==> config.mk <==
export PLATFORM = sky130hd
export DESIGN_NAME = load_reader
export DESIGN_NICKNAME = d
export VERILOG_FILES = /design/src/rtl/load_reader.sv
export SDC_FILE = /design/constraint.sdc
export NUM_CORES = 1
export LEC_CHECK = 0
export CAP_MARGIN = 20
export CELL_PAD_IN_SITES_DETAIL_PLACEMENT = 1
export CELL_PAD_IN_SITES_GLOBAL_PLACEMENT = 1
export CORE_ASPECT_RATIO = 0.8
export CORE_MARGIN = 3
export CORE_UTILIZATION = 30
export DETAILED_ROUTE_END_ITERATION = 8
export GPL_ROUTABILITY_DRIVEN = 0
export PLACE_DENSITY_LB_ADDON = 0.1
export SLEW_MARGIN = 20
export SYNTH_ARGS = -nofsm -noshare
export SYNTH_HDL_FRONTEND = slang
export SYNTH_SLANG_ARGS = --single-unit
export TNS_END_PERCENT = 50
==> constraint.sdc <==
create_clock -name clk -period 1.9 [get_ports clk]
set_input_delay 0.285 -clock clk [delete_from_list [all_inputs] [get_ports clk]]
set_output_delay 0.285 -clock clk [all_outputs]
set_load 0.03 [all_outputs]
==> src/rtl/load_reader.sv <==
// ---------------------------------------------------------------------------
// load_reader
//
// Read-side companion to the multi-cycle datapath's memory-data holding
// register. It accepts a load request from the control unit and issues a
// word read to data memory over a req/ack handshake. From the returned word
// it extracts the addressed byte, halfword or word, sign- or zero-extends
// that value, and holds the result for the write-back step. It also flags
// misaligned accesses, reserved load codes and (optionally) unanswered reads.
//
// Parameters:
//   N        data/address width (only 32 is supported)
//   TIMEOUT  max cycles to wait for mem_ack in REQ (1..255)
//
// Ports:
//   clk        system clock, rising edge
//   reset      asynchronous, active-low reset
//   start      load request, sampled only while idle
//   addr       byte address of the load
//   funct      load type: 000 lb, 001 lh, 010 lw, 100 lbu, 101 lhu
//   mem_req    read request to data memory (high for all of REQ)
//   mem_addr   word-aligned read address
//   mem_ack    read-data-valid strobe from memory
//   mem_rdata  read data, valid with mem_ack
//   data_out   extended load result, held between loads
//   busy       high whenever not idle
//   done       one-cycle completion pulse
//   err        sticky error flag for the most recent load
//
// Optional feature macro: LOAD_READER_TIMEOUT_EN
//   When defined, a REQ wait counter aborts the read with err=1 after
//   TIMEOUT cycles without mem_ack. When undefined, REQ waits forever and
//   TIMEOUT is only range-checked.
// ---------------------------------------------------------------------------
module load_reader #(
  parameter int N       = 32,
  parameter int TIMEOUT = 255
) (
  input  logic         clk,
  input  logic         reset,
  input  logic         start,
  input  logic [N-1:0] addr,
  input  logic [2:0]   funct,
  output logic         mem_req,
  output logic [N-1:0] mem_addr,
  input  logic         mem_ack,
  input  logic [N-1:0] mem_rdata,
  output logic [N-1:0] data_out,
  output logic         busy,
  output logic         done,
  output logic         err
);

  if (TIMEOUT < 1 || TIMEOUT > 255) begin : g_bad_timeout
    $error("load_reader: TIMEOUT must be in 1..255");
  end

  typedef enum logic [1:0] {
    IDLE = 2'd0,
    REQ  = 2'd1,
    FIN  = 2'd2
  } state_t;

  state_t      state, next_state;

  // Transaction context captured when a request is accepted.
  logic [2:0]  funct_q;
  logic [1:0]  off_q;

  logic        legal_funct;
  logic        misaligned;
  logic        accept;
  logic        reject;
  logic        capture;
  logic        timeout_hit;

  logic [7:0]  sel_byte;
  logic [15:0] sel_half;
  logic        ext_bit;
  logic [N-1:0] extracted;

  // Request decode: a load is legal when funct is one of the five defined
  // codes and the address is naturally aligned for the access size.
  always_comb begin
    legal_funct = 1'b0;
    misaligned  = 1'b0;
    case (funct)
      3'b000, 3'b001, 3'b010, 3'b100, 3'b101: legal_funct = 1'b1;
      default:                                legal_funct = 1'b0;
    endcase
    case (funct[1:0])
      2'b01:   misaligned = addr[0];
      2'b10:   misaligned = (addr[1:0] != 2'b00);
      default: misaligned = 1'b0;
    endcase
  end

  // Big-endian lane select: offset 0 is the most significant byte, so the
  // halfword at offset 0 is the upper half of the word.
  always_comb begin
    sel_byte = 8'h00;
    case (off_q)
      2'd0:    sel_byte = mem_rdata[31:24];
      2'd1:    sel_byte = mem_rdata[23:16];
      2'd2:    sel_byte = mem_rdata[15:8];
      default: sel_byte = mem_rdata[7:0];
    endcase
    sel_half = off_q[1] ? mem_rdata[15:0] : mem_rdata[31:16];
  end

  // funct[2] marks the unsigned variants; funct[1:0] selects the size.
  always_comb begin
    ext_bit   = 1'b0;
    extracted = mem_rdata;
    case (funct_q[1:0])
      2'b00: begin
        ext_bit   = ~funct_q[2] & sel_byte[7];
        extracted = {{24{ext_bit}}, sel_byte};
      end
      2'b01: begin
        ext_bit   = ~funct_q[2] & sel_half[15];
        extracted = {{16{ext_bit}}, sel_half};
      end
      default: extracted = mem_rdata;
    endcase
  end

`ifdef LOAD_READER_TIMEOUT_EN
  logic [7:0] count_q;

  // Counts REQ cycles without an ack; fires on the cycle the count would
  // reach TIMEOUT so mem_req is high for exactly TIMEOUT cycles.
  always_ff @(posedge clk or negedge reset) begin
    if (!reset) begin
      count_q <= 8'd0;
    end else if (accept) begin
      count_q <= 8'd0;
    end else if (state == REQ && !mem_ack) begin
      count_q <= count_q + 8'd1;
    end
  end

  assign timeout_hit = (state == REQ) && !mem_ack &&
                       ((count_q + 8'd1) == 8'(TIMEOUT));
`else
  assign timeout_hit = 1'b0;
`endif

  // State register.
  always_ff @(posedge clk or negedge reset) begin
    if (!reset) begin
      state <= IDLE;
    end else begin
      state <= next_state;
    end
  end

  // Next-state and handshake outputs. mem_req/busy/done come straight from
  // the state so an asynchronous reset drops them without a clock edge.
  always_comb begin
    next_state = state;
    accept     = 1'b0;
    reject     = 1'b0;
    capture    = 1'b0;
    mem_req    = 1'b0;
    busy       = 1'b1;
    done       = 1'b0;
    case (state)
      IDLE: begin
        busy = 1'b0;
        if (start) begin
          if (legal_funct && !misaligned) begin
            accept     = 1'b1;
            next_state = REQ;
          end else begin
            reject     = 1'b1;
            next_state = FIN;
          end
        end
      end
      REQ: begin
        mem_req = 1'b1;
        if (mem_ack) begin
          capture    = 1'b1;
          next_state = FIN;
        end else if (timeout_hit) begin
          next_state = FIN;
        end
      end
      FIN: begin
        done       = 1'b1;
        next_state = IDLE;
      end
      default: begin
        next_state = IDLE;
      end
    endcase
  end

  // Datapath registers. data_out only moves on an ack capture; err is
  // cleared on acceptance and set on any rejected or timed-out load.
  always_ff @(posedge clk or negedge reset) begin
    if (!reset) begin
      mem_addr <= '0;
      funct_q  <= 3'b000;
      off_q    <= 2'b00;
      data_out <= '0;
      err      <= 1'b0;
    end else begin
      if (accept) begin
        mem_addr <= {addr[N-1:2], 2'b00};
        funct_q  <= funct;
        off_q    <= addr[1:0];
        err      <= 1'b0;
      end
      if (reject || timeout_hit) begin
        err <= 1'b1;
      end
      if (capture) begin
        data_out <= extracted;
      end
    end
  end

endmodule
Word-level counts from Yosys, hierarchy flattened
Cells that the tools add are included.
{ "totals": {"reg_bits": 70, "inputBits": 71, "out_inout_bits": 68, "word_cells": 54} }
{ "classes": {"eq_ne": 13, "muxes": 22, "n_bitwise": 3, "reduce_logical": 10} }
{ "ops": {"columns": ["cell", "n"], "rows": [
  ["$pmux W32 S2", 1],
  ["$pmux W8 S3", 1],
  ["$mux W16", 1],
  ["$mux W1", 14],
  ["$eq A2 B1 Y1 const B", 4],
  ["$eq A2 B2 Y1 const B", 3],
  ["$eq A3 B3 Y1 const B", 2],
  ["$logic_not A2 Y1", 3],
  ["$mux W2", 3],
  ["$reduce_or A5 Y1", 1],
  ["$ne A2 B2 Y1 const B", 2],
  ["$pmux W2 S2", 1],
  ["$reduce_bool A2 Y1", 2],
  ["$eq A3 B1 Y1 const B", 1],
  ["$eq A3 B2 Y1 const B", 1],
  ["$logic_not A3 Y1", 1],
  ["$and A1 B1 Y1", 2],
  ["$pmux W1 S2", 1],
  ["$reduce_and A2 Y1", 1],
  ["$logic_and A1 B1 Y1", 1],
  ["$logic_not A1 Y1", 1],
  ["$not A1 Y1", 1]
]} }

Longest topological paths before layout
{ "depth": {"word_depth": 9, "depth_mapped": 8, "depth_no_buf": 6} }

Least setup slack after synthesis
Ideal clock, no wire load.
{ "synth_timing": {"kind": "input to register", "start": "input funct[0]", "end": "register funct_q[2]", "setup_ns": 0.125, "arrival_ns": 1.576, "required_ns": 1.775, "slack_ns": 0.198, "stages": 8, "path_buffers": 2, "path_cell_list": "inv_1 > ha_1 > o21ai_1 > nand2_1 > a211o_1 > buf_6 > buf_12 > mux2_4"} }
{ "synth_via": {"elab_chain_len": 7, "word_cells_on_any_way": 15, "cone_classes": "eq/ne: 6; mux: 5; reduce/logical: 4"} }
{ "synth_lines": {"columns": ["element", "line", "source"], "rows": [
  ["start, declared", "43", "input logic [2:0] funct,"],
  ["$eq A3 B1 Y1, or another cell as far along", "87", "case (funct)"],
  ["$reduce_or A5 Y1 or $pmux W1 S2 (tied branches)", "87, 91", null],
  ["$mux W1 or $logic_not A1 Y1 (tied branches)", "87, 172", null],
  ["$logic_and A1 B1 Y1 *", "172", "if (legal_funct && !misaligned) begin"],
  ["$mux W1 *", "172", null],
  ["$mux W1 *", "171", "if (start) begin"],
  ["$mux W1 *", "168", "case (state)"],
  ["end signal, assigned", "212", "funct_q <= funct;"],
  ["end, declared", "67", "logic [2:0] funct_q;"]
]} }
Mark *: on every way between the ends. The rest lies on a longest branch, timed or not.
A chain may end at the register's enable or synchronous reset.

Worst setup path in the final report
{ "layout_timing": {"start": "input funct[1]", "end": "register mem_addr[25]"} }
{ "layout_via": {"elab_chain_len": 7, "word_cells_on_any_way": 15, "cone_classes": "eq/ne: 6; mux: 5; reduce/logical: 4"} }
{ "layout_lines": {"columns": ["element", "line", "source"], "rows": [
  ["$eq A3 B1 Y1, or another cell as far along", "87", null],
  ["$reduce_or A5 Y1 or $pmux W1 S2 (tied branches)", "87, 91", null],
  ["$mux W1 or $logic_not A1 Y1 (tied branches)", "87, 172", null],
  ["$logic_and A1 B1 Y1 *", "172", null],
  ["$mux W1 *", "172", null],
  ["$mux W1 *", "171", null],
  ["$mux W1 *", "168", null],
  ["end signal, assigned", "211", "mem_addr <= {addr[N-1:2], 2'b00};"],
  ["end, declared", "45", "output logic [N-1:0] mem_addr,"]
]} }
Marks and branches as above.

==> out/metrics.yaml <==
slowest_delay_ns: 0.37
total_leakage_power_uw: 0.00235
period_share: 0.942
vdd_drop_max_uv: 773
via_per_inst: 4.89
die_h_um: 102
regArea_um2: 1750
syn_area_per_cell_um2: 11.6
cpMaxStageDelayCell: "a211o_4"
fmax_mhz: 559
cts_buffers: 9
place_area_um2: 5000
cp-end-kind: "flop"
grt_first_pass_wirelength_mm: 17.3
ys_ff_latch: 70
syn_inst: 296
ctsHtreeMaxLevel: 3
cts_root_buf: "clkbuf_16"
skew_ns: 0.0109
setup_viol: 0
crit_arrival_ns: 2.01
synth_area_um2: 3440
cpLargestDelayFamily: "buffers and inverters"
drc: 0
ios: 139
initial_core_util: 0.312
grt_max_degree: 48
dp_hpwl_mm: 7.87
insertion_delay_ns: 0.33
rows: 34
synth_seq_area_share: 0.509
mostFrequentLayoutCells: "clkdlybuf4s50_1 (131), dfrtp_1 (70), a21oi_1 (44), mux2_4 (28), nor2_1 (28)"
place_inst: 575
cts_tree: "yes"
port_buffers: 136
post-route-cell-area_um2: 5390
report.final.slew_viol_count: 0
clockBufferDepth: 2
coreArea_um2: 11000
worstPathCellList: "dlygate4sd2_1 > inv_1 > ha_1 > o21ai_1 > nand2_1 > a211o_4 > bufbuf_16 > mux2_4"
n_antenna_cell: 0
path_max_fanout: 11
grt_pass1_vias: 3241
drive_gt1_frac: 0.194
wire_per_inst_um: 18.5
drt_iter0_drc: 108
min_period_ns: 1.79
status: "finished, final reports clean"
fill_cells: 1190
mostFrequentLayoutCell: "clkdlybuf4s50_1"
layout.cells.non_filler: 593
crit_path_start_kind: "input pin"
path_buf_inv: 3
cts.clk_slew.worst_paths_ns: 0.06
clock-sinks: 70
drt-pass1-iter-count: 4
syn_to_final_growth_pct: 56.7
critical_path_class: "in2reg"
hold_path_class: "in2reg"
cap_violations: 0
rsz0062_at_grt: "no"
p_per_area_nw_per_um2: 1750
hold_viol_final: 0
dieArea_um2: 12800
grt_use_total: 0.173
drt-total-wl_mm: 11.0
ant_nets: 0
yosysWarnings: 0
die_w_um: 126
synth.distinct_cells: 38
grt.overflow.total: 0
antenna_found_initial: 0
vias: 2900
critPathRequiredTime_ns: 2.12
final_nets: 518
multiInputGateArea_um2: 1500
[metrics by stage]
stage	power (µW)	TNS (ns)	utilization	hold slack (ns)	setup WS [ns]
2_1_floorplan	5520	0	-	-0.0106	0.198
3_3_place_gp	7500	-12.16	0.454	0.210	-0.355
3_5_place_dp	7570	-15.18	0.454	0.219	-0.469
4_1_cts	9520	0	0.488	0.378	0.0493
5_1_grt	9940	0	0.489	0.383	0.0279
6_report	9410	0	0.489	0.381	0.110
[sequential cells by signal, summed over array words and instances, names as in the netlist]
register	cells
err	1
state	2
off_q	2
mem_addr	30
funct_q	3
data_out	32
[per-layer routing]
metal | part of all wire | wire [µm] | global-route usage
met1 | 0.47 | 5150 | 0.228
met3 | 0.079 | 865 | 0.0596
met4 | 0.011 | 123 | 0.0517
met2 | 0.44 | 4850 | 0.271
met5 | 0 | 0 | 0
[final cells by class]
| type | count | area share |
|---|---|---|
| sequential | 70 | 0.325 |
| clock buffer | 10 | 0.0425 |
| timing repair buffer | 159 | 0.296 |
| multi-input combinational | 196 | 0.279 |
| clock inverter | 6 | 0.0174 |
| tap | 144 | 0.0334 |
| inverter | 8 | 0.00627 |
[logic make-up (layout without fill, tap and decap cells)]
logic type               after synthesis  in the layout  synth area share
AO/OA/AOI/OAI                         89             89             0.165
adder cells (fa/ha/maj)                3              3            0.0109
buffers and inverters                 31            183            0.0593
flip-flops                            70             70             0.509
multiplexers                          46             46             0.179
other                                  1              2           0.00109
AND/OR/NAND/NOR                       56             56            0.0746
[synthesized netlist by cell type (all sizes together)]
cell | instances | area (µm²)
nand2b | 1 | 6.26
and2 | 1 | 6.26
o22ai | 1 | 6.26
buf | 16 | 148
a21oi | 44 | 220
dfrtp | 70 | 1750
or2 | 2 | 12.5
conb | 1 | 3.75
o221ai | 6 | 52.6
ha | 3 | 37.5
a211o | 1 | 8.76
mux2 | 41 | 567
a22o | 9 | 78.8
mux2i | 5 | 50.1
or3 | 2 | 17.5
and2b | 1 | 7.51
a21boi | 1 | 7.51
inv | 7 | 26.3
clkbuf | 7 | 26.3
a221oi | 9 | 78.8
a311oi | 6 | 52.6
nand4 | 1 | 21.3
nand2 | 18 | 67.6
nor2b | 1 | 6.26
clkinv | 1 | 3.75
a211oi | 1 | 7.51
nor2 | 29 | 111
o21ai | 11 | 55.1
[path summary, 6_finish.rpt]
check,from,to,slack [ns],cells past startpoint
min in group asynchronous,reset,mem_addr[9]$_DFFE_PN0P_,0.41,2
max in group asynchronous,reset,mem_addr[31]$_DFFE_PN0P_,0.92,3
hold reg to reg,data_out[2]$_DFFE_PN0P_,data_out[2]$_DFFE_PN0P_,0.48,2
setup reg to reg,funct_q[1]$_DFFE_PN0P_,data_out[0]$_DFFE_PN0P_,0.17,5
hold / removal,funct[0],funct_q[0]$_DFFE_PN0P_,0.38,2
setup / recovery,funct[1],mem_addr[25]$_DFFE_PN0P_,0.11,8
[what timing repair did]
action,CTS,global route
gates resized for setup,6,2
hold buffers,1,0
pin swaps,1,0
setup endpoints to repair,35,4
endpoints found under the hold margin,23,0
gates cloned,1,0
buffers inserted,0,0
[power by group]
| part | internal, µW | switching, µW |
|---|---|---|
| clock network | 1160 | 682 |
| registers | 2200 | 451 |
| logic | 2230 | 2680 |
| total | 5590 | 3820 |
Note: power is estimated with default switching activity, not from simulation.
